[config.mk]
export PLATFORM = sky130hd
export DESIGN_NAME = branch_predictor
export DESIGN_NICKNAME = d
export VERILOG_FILES = /design/src/rtl/branch_predictor.sv
export SDC_FILE = /design/constraint.sdc
export NUM_CORES = 2
export LEC_CHECK = 0
export CAP_MARGIN = 25
export CORE_AREA = 2 2 286 288
export CTS_BUF_LIST = sky130_fd_sc_hd__clkbuf_16
export DETAILED_ROUTE_END_ITERATION = 12
export DIE_AREA = 0 0 288 290
export GPL_ROUTABILITY_DRIVEN = 0
export HOLD_SLACK_MARGIN = 0.02
export PLACE_DENSITY = 0.8
export SLEW_MARGIN = 0
export SYNTH_ARGS = -nofsm -noshare
export SYNTH_HDL_FRONTEND = slang
export SYNTH_SLANG_ARGS = --single-unit
[constraint.sdc]
create_clock -name clk -period 5.6 [get_ports clk]
set_input_delay 0.84 -clock clk [delete_from_list [all_inputs] [get_ports clk]]
set_output_delay 0.84 -clock clk [all_outputs]
set_load 0.05 [all_outputs]
[src/rtl/branch_predictor.sv]
// Direct-mapped BTB with per-entry saturating counters: combinational lookup in IF, registered update in ID.
// Optional statistics counters are compiled in when BP_STATS_EN is defined.
module branch_predictor #(
  parameter int ENTRIES = 16,
  parameter int ADDR_W  = 32,
  parameter int CNT_W   = 2
) (
  input  logic              clk,
  input  logic              reset,
  input  logic [ADDR_W-1:0] pc_if,
  output logic              pred_hit,
  output logic              pred_taken,
  output logic [ADDR_W-1:0] pred_target,
  input  logic              upd_valid,
  input  logic [ADDR_W-1:0] upd_pc,
  input  logic              upd_taken,
  input  logic [ADDR_W-1:0] upd_target,
  input  logic              upd_pred_taken,
  input  logic [ADDR_W-1:0] upd_pred_target,
  output logic              upd_mispredict
`ifdef BP_STATS_EN
  ,
  output logic [31:0]       stat_updates,
  output logic [31:0]       stat_mispredicts
`endif
);

  localparam int IDX_W = $clog2(ENTRIES);
  localparam int TAG_W = ADDR_W - IDX_W - 2;

  localparam logic [CNT_W-1:0]  CNT_MAX = '1;
  localparam logic [CNT_W-1:0]  CNT_WT  = CNT_W'(1) << (CNT_W - 1);
  localparam logic [CNT_W-1:0]  CNT_WNT = CNT_WT - CNT_W'(1);
  localparam logic [ADDR_W-1:0] PC_STEP = ADDR_W'(4);

  function automatic logic [CNT_W-1:0] sat_inc(input logic [CNT_W-1:0] c);
    return (c == CNT_MAX) ? c : c + CNT_W'(1);
  endfunction

  function automatic logic [CNT_W-1:0] sat_dec(input logic [CNT_W-1:0] c);
    return (c == '0) ? c : c - CNT_W'(1);
  endfunction

  logic              valid_q  [ENTRIES];
  logic [TAG_W-1:0]  tag_q    [ENTRIES];
  logic [ADDR_W-1:0] target_q [ENTRIES];
  logic [CNT_W-1:0]  cnt_q    [ENTRIES];

  logic [IDX_W-1:0] lk_idx;
  logic [TAG_W-1:0] lk_tag;
  logic [IDX_W-1:0] up_idx;
  logic [TAG_W-1:0] up_tag;
  logic             up_hit;
  logic             unused_lsbs;

  // Word-aligned PCs: the two byte-offset bits take no part in indexing or tagging
  assign unused_lsbs = ^{pc_if[1:0], upd_pc[1:0]};

  assign lk_idx = pc_if[IDX_W+1:2];
  assign lk_tag = pc_if[ADDR_W-1:IDX_W+2];
  assign up_idx = upd_pc[IDX_W+1:2];
  assign up_tag = upd_pc[ADDR_W-1:IDX_W+2];
  assign up_hit = valid_q[up_idx] && (tag_q[up_idx] == up_tag);

  assign pred_hit    = valid_q[lk_idx] && (tag_q[lk_idx] == lk_tag);
  assign pred_taken  = pred_hit && cnt_q[lk_idx][CNT_W-1];
  assign pred_target = pred_taken ? target_q[lk_idx] : pc_if + PC_STEP;

  assign upd_mispredict = upd_valid &&
                          ((upd_taken != upd_pred_taken) ||
                           (upd_taken && upd_pred_taken && (upd_target != upd_pred_target)));

  // Lookup reads these arrays directly, so a same-cycle update is seen only on the next cycle
  always_ff @(posedge clk) begin
    if (!reset) begin
      for (int i = 0; i < ENTRIES; i++) begin
        valid_q[i]  <= 1'b0;
        tag_q[i]    <= '0;
        target_q[i] <= '0;
        cnt_q[i]    <= CNT_WNT;
      end
    end else if (upd_valid) begin
      if (up_hit) begin
        if (upd_taken) begin
          cnt_q[up_idx]    <= sat_inc(cnt_q[up_idx]);
          target_q[up_idx] <= upd_target;
        end else begin
          cnt_q[up_idx] <= sat_dec(cnt_q[up_idx]);
        end
      end else if (upd_taken) begin
        valid_q[up_idx]  <= 1'b1;
        tag_q[up_idx]    <= up_tag;
        target_q[up_idx] <= upd_target;
        cnt_q[up_idx]    <= CNT_WT;
      end
    end
  end

`ifdef BP_STATS_EN
  always_ff @(posedge clk) begin
    if (!reset) begin
      stat_updates     <= '0;
      stat_mispredicts <= '0;
    end else begin
      if (upd_valid)      stat_updates     <= stat_updates + 32'd1;
      if (upd_mispredict) stat_mispredicts <= stat_mispredicts + 32'd1;
    end
  end
`endif

endmodule

======== Word level (Yosys, flattened, before mapping) ========
Memory sizes are Yosys's and may differ from the RTL's.
Cells that the tools add are included.
storage, ports and cells
  output and inout port bits .............. 35
  memories kept ........................... 4
  input bits .............................. 133
  RAM bits ................................ 976
  flip-flop bits (word level) ............. 0
cells by class
  bitwise logic cells ..................... 3
  $add $sub $neg .......................... 3
  muxes and demuxes ....................... 33
  reduce and logical (&&, ||, !) cells .... 12
  equal/unequal tests ..................... 5
memories
  memory    words  bits a word  rd ports  clocked after memory_dff  write ports  line  text
  target_q  16     32           1         0                         16           46    logic [ADDR_W-1:0] target_q [ENTRIES];
  tag_q     16     26           2         0                         16           45    logic [TAG_W-1:0] tag_q [ENTRIES];
  cnt_q     16     2            2         0                         16           47    logic [CNT_W-1:0] cnt_q [ENTRIES];
  valid_q   16     1            2         0                         16           44    logic valid_q [ENTRIES];
operator list
  cell                     number
  $mux W32                 3
  $eq A26 B26 Y1           2
  $add A32 B3 Y32 const B  1
  $ne A32 B32 Y1           1
  $reduce_or A32 Y1        1
  $mux W26                 1
  $reduce_or A26 Y1        1
  $mux W1                  20
  $mux W4                  4
  $mux W2                  5
  $logic_and A1 B1 Y1      6
  $or A1 B1 Y1             3
  $add A2 B1 Y2 const B    1
  $eq A2 B2 Y1 const B     1
  $logic_not A2 Y1         1
  $reduce_or A2 Y1         1
  $sub A2 B1 Y2 const B    1
  $logic_or A1 B1 Y1       1
  $ne A1 B1 Y1             1
  $reduce_or A1 Y1         1

======== Logic depth before layout (Yosys ltp) ========
An unclocked memory read counts as a cell.
  word-level depth ........................ 11
  gate-level depth with buffers ........... 15
  gate-level depth less buffers ........... 9

======== Worst setup path after synthesis ========
Ideal clock, no wire load.
  kind .................................... input-to-output
  start point ............................. in pc_if[2]
  end point ............................... out pred_target[2]
  cell stages on the path ................. 11
  slack ................................... 0.220 ns
  data required time ...................... 4.760 ns
  arrival time ............................ 4.540 ns
  path through ............................ clkbuf_1 buf_1 mux4_2 mux4_2 xnor2_1 nand4_1 nor3_1 and3_1 buf_2 buf_2 o21ai_0
on the way
  word-level cells in the longest chain between the ends .. 5
  elaborated cells on any way between the ends .. 9
  those cells by class .................... 1 x add/sub; 1 x eq/ne; 1 x mux; 2 x reduce/logical; 4 x memory
RTL lines
  what                   line  text
  start, declared        10    input logic [ADDR_W-1:0] pc_if,
  $mem_v2 Z16 W26        -
  $eq A26 B26 Y1         65    assign pred_hit = valid_q[lk_idx] && (tag_q[lk_idx] == lk_tag);
  $logic_and A1 B1 Y1    65
  $logic_and A1 B1 Y1 *  66    assign pred_taken = pred_hit && cnt_q[lk_idx][CNT_W-1];
  via pred_taken         12    output logic pred_taken,
  $mux W32 *             67    assign pred_target = pred_taken ? target_q[lk_idx] : pc_if + PC_STEP;
  end, declared          13    output logic [ADDR_W-1:0] pred_target,
The timed path passes the listed nets; every way through them passes the cells marked *.

======== Worst setup path in the final report ========
  start point ............................. in pc_if[2]
  end point ............................... out pred_target[3]
on the way
  word-level cells in the longest chain between the ends .. 5
  elaborated cells on any way between the ends .. 9
  those cells by class .................... 1 x add/sub; 1 x eq/ne; 1 x mux; 2 x reduce/logical; 4 x memory
RTL lines
  what                 line
  $mem_v2 Z16 W26      -
  $eq A26 B26 Y1       65
  $logic_and A1 B1 Y1  65
  $logic_and A1 B1 Y1  66
  $mux W32 *           67
Mark *: on every way between the ends. The rest lies on a longest branch, timed or not.

==> summary.md <==
| Metric | Value |
|---|---|
| Run status | completed |
| Unrepaired setup endpoints after global routing | no |
| Pin count of the biggest net entering global routing | 179 |
| Final wirelength | 157000 um |
| Slew Viols, Final | 0 |
| Synth Flop Type | edfxtp_1 |
| Area of the mapped netlist | 0.0495 sq mm |
| Clk pwr share | 39.2% |
| Fin nets | 3495 |
| Setup crit end kind | primary output |
| CP top delay family | multiplexers |
| All-Layer GR Usage | 37.8% |
| Mapped Cells | 3290 |
| I/O pin count | 168 |
| CTS buffer count | 99 |
| Sequential Power Share | 49.5% |
| Clock Latency Late Sink | 680 ps |
| Area Growth Syn to Fin | 14.3% |
| Post-synth top cells | edfxtp_1, and2_1, and3_1 |
| Finished Core Util | 70.6% |
| Final Instance Area | 0.0566 sq mm |
| Initial antenna violation count | 17 |
| Clk sink count | 976 |
| Synth area leader | edfxtp_1 |
| CTS tree | yes |
| Syn_area_per_cell | 15.0 sq um |
| Initial core utilization | 61.8% |
| Syn_nets | 3425 |
| Synth Register Bits | 976 |
| Worst min path class | reg -> reg |
| Vias | 33105 |
| Setup bufs post-CTS | 0 |
| H-tree Lvls | 3 |
| Crit path required time | 4760 ps |
| Hold Startpoint | valid_q[7] |
| Die Wd | 288 um |
| Multi-input logic area | 0.0192 sq mm |
| Setup crit start | pc_if[2] |
| CP Cell Sequence | buf_8 -> buf_12 -> mux4_2 -> mux4_2 -> xnor2_1 -> nand4_1 -> nor4_4 -> buf_4 -> and3_2 -> buf_12 -> mux2_2 -> buf_4 |
| Vias in the first global route | 33369 |
| Die Ht | 290 um |
| Switching power | 0.00416 W |
| Grt ovf | 0 |
| Post-DRT Antenna Nets | 0 |
| DR vias/cell | 7.34 |
| Port bufs | 165 |
| Worst R2R Start | tag_q[13][8] |
| Switching fraction of total power | 24.0% |
| Clk root buf | clkbuf_16 |
| Power Density | 306 mW/mm^2 |
| Area of the die | 0.0835 sq mm |
| Share of layout cells above drive strength 1 | 23.1% |
| Wire length of the first global-routing pass | 226000 um |
| EDFF count, synth | 960 |
| Number of fill cells in the layout | 4964 |
| Ys Warns | 0 |
| Max clock buf depth | 3 |
| Place WS | 12.2 ps |
| Worst EP arrival | 4680 ps |
| Post-synth ARST share | 0% |
| FF-to-FF setup slack | 1580 ps |
| Tmin final | 5520 ps |
| Maxcap violations | 0 |
| Worst path max stage delay | 570 ps |
| Period utilization | 98.6% |
| Highest clock rate | 0.181 GHz |
| Relative slew slack | 26.9% |
| Setup Viol. Count Final | 0 |
| Sequential share of the synthesized area | 58.9% |
| Netlist cell types | 53 |
| Comb pwr share | 11.4% |
| Worst flop-to-flop path endpoint | cnt_q[5][0] |
| Internal Power | 0.0131 W |
| P_leak | 20.6 nW |
| WP buf/inv | 5 |
| 1st-iter DRT viols | 6224 |
| Crit Path Category | in -> out |
| Final Hold Viols | 0 |
| Final worst-path setup slack | 77.1 ps |
| Worst reg2reg path depth | 9 |
| Clk_skew | 33.7 ps |
| CP Max Fanout | 32 |
| Dpl hpwl | 92300 um |
| First-pass detailed-route iteration total | 8 |
| Placed cell area | 0.0532 sq mm |
| IR drop worst, VDD | 0.265 mV |
| Largest cells by area after synthesis | edfxtp_1, mux4_2, and2_1 |
| Cts hold-fix bufs | 0 |
| WHS Endpoint | valid_q[7] |
| FF/Latch Area | 0.0291 sq mm |
| Critical path launch point type | input port |
| Avg WL per Cell | 34.8 um |
| Worst-margin pin slew | 1090 ps |
| Slowest stage cell on the critical path | mux4_2 |
| Most common cell in the netlist | edfxtp_1 |
| Worst hold stages | 2 |
| Area share of the largest cell type after synthesis | 58.2% |
| Rows | 104 |
| Core ar. | 0.0802 sq mm |
| CTS clk-pin slew, worst paths | 60 ps |
| Total negative slack | 0 ps |
| DRC | 0 |
## worst min-delay path, delay by kind of cell, from the launching register on
kind | cells | cell delay, ps
flops | 1 | 340
compound gates | 1 | 60
simple gates | 1 | 50
## sequential cells by signal, summed over array words and instances, names as in the netlist
signal / count
cnt_q: 32
tag_q: 416
valid_q: 16
target_q: 512
## cell families after synthesis
kind of cell,synth area share (%)
muxes,19.5
and+or+nand+nor,14.5
adders and majority gates,0.0505
AOI/OAI and AO/OA,1.94
buffers and inverters,3.03
xor gates and xnor gates,2.09
DFF,58.9
## cell type report
type / count / share of cell area (%)
diodes: 8 / 0.0354
multi-input cells: 1961 / 34.0
clock inverters: 82 / 1.43
repair buffers: 317 / 6.23
flip-flops and latches: 976 / 51.5
inverters: 5 / 0.0332
clock buffers: 100 / 4.42
well taps: 1060 / 2.34
## through the flow
stage               power (W)  hold WS, ps  std cells
floorplan             0.00978          436       3290
global placement       0.0105          452       4315
detailed placement     0.0106          476       4318
CTS                    0.0172          489       4500
global route           0.0177          513       4505
finish                 0.0173          486       4509
## power by group through the flow
stage,logic (W),registers (W),clock network (W)
global placement,0.00185,0.00865,0
floorplan,0.00114,0.00864,0
global route,0.00201,0.00858,0.00706
detailed placement,0.00190,0.00870,0
CTS,0.00191,0.00855,0.00676
finish,0.00196,0.00856,0.00678
## routing by layer
layer	GRT usage, %	vias up	wire [um]
met5	0	-	95
met3	12.8	679	24600
met1	49.1	16359	50400
met2	56.7	3153	71700
met4	20.5	14	10100
li1	-	12900	-
## worst max path at each step
stage	endpoint	slack, ps	depth (start not counted)
2_1_floorplan	pred_target[2]	220	11
3_3_place_gp	pred_target[3]	80	12
3_5_place_dp	pred_target[3]	10	12
4_1_cts	pred_target[3]	20	12
5_1_grt	pred_target[3]	60	12
6_report	pred_target[3]	80	12
## repair_timing
action | 4_1_cts | 5_1_grt
setup endpoints to repair | 0 | 32
hold endpoints to repair | 0 | 0
resized for setup | 0 | 2
## layout by cell type (no fill, tap or decap), types with 17 or more instances in the layout
cell type / count
clkdlybuf4s50_1: 123
o21ai_0: 45
nor3_1: 48
and2_1: 520
inv_1: 22
nand2_1: 97
buf_12: 64
buf_4: 126
clkinv_2: 17
and3_1: 389
nand4_1: 25
mux4_2: 385
nor2_4: 17
clkinv_1: 24
mux2i_1: 83
clkbuf_16: 100
nand3_1: 18
xnor2_1: 70
xor2_1: 48
edfxtp_1: 960
nor4_1: 20
a22oi_1: 23
Power figures use the tool's default switching activity.
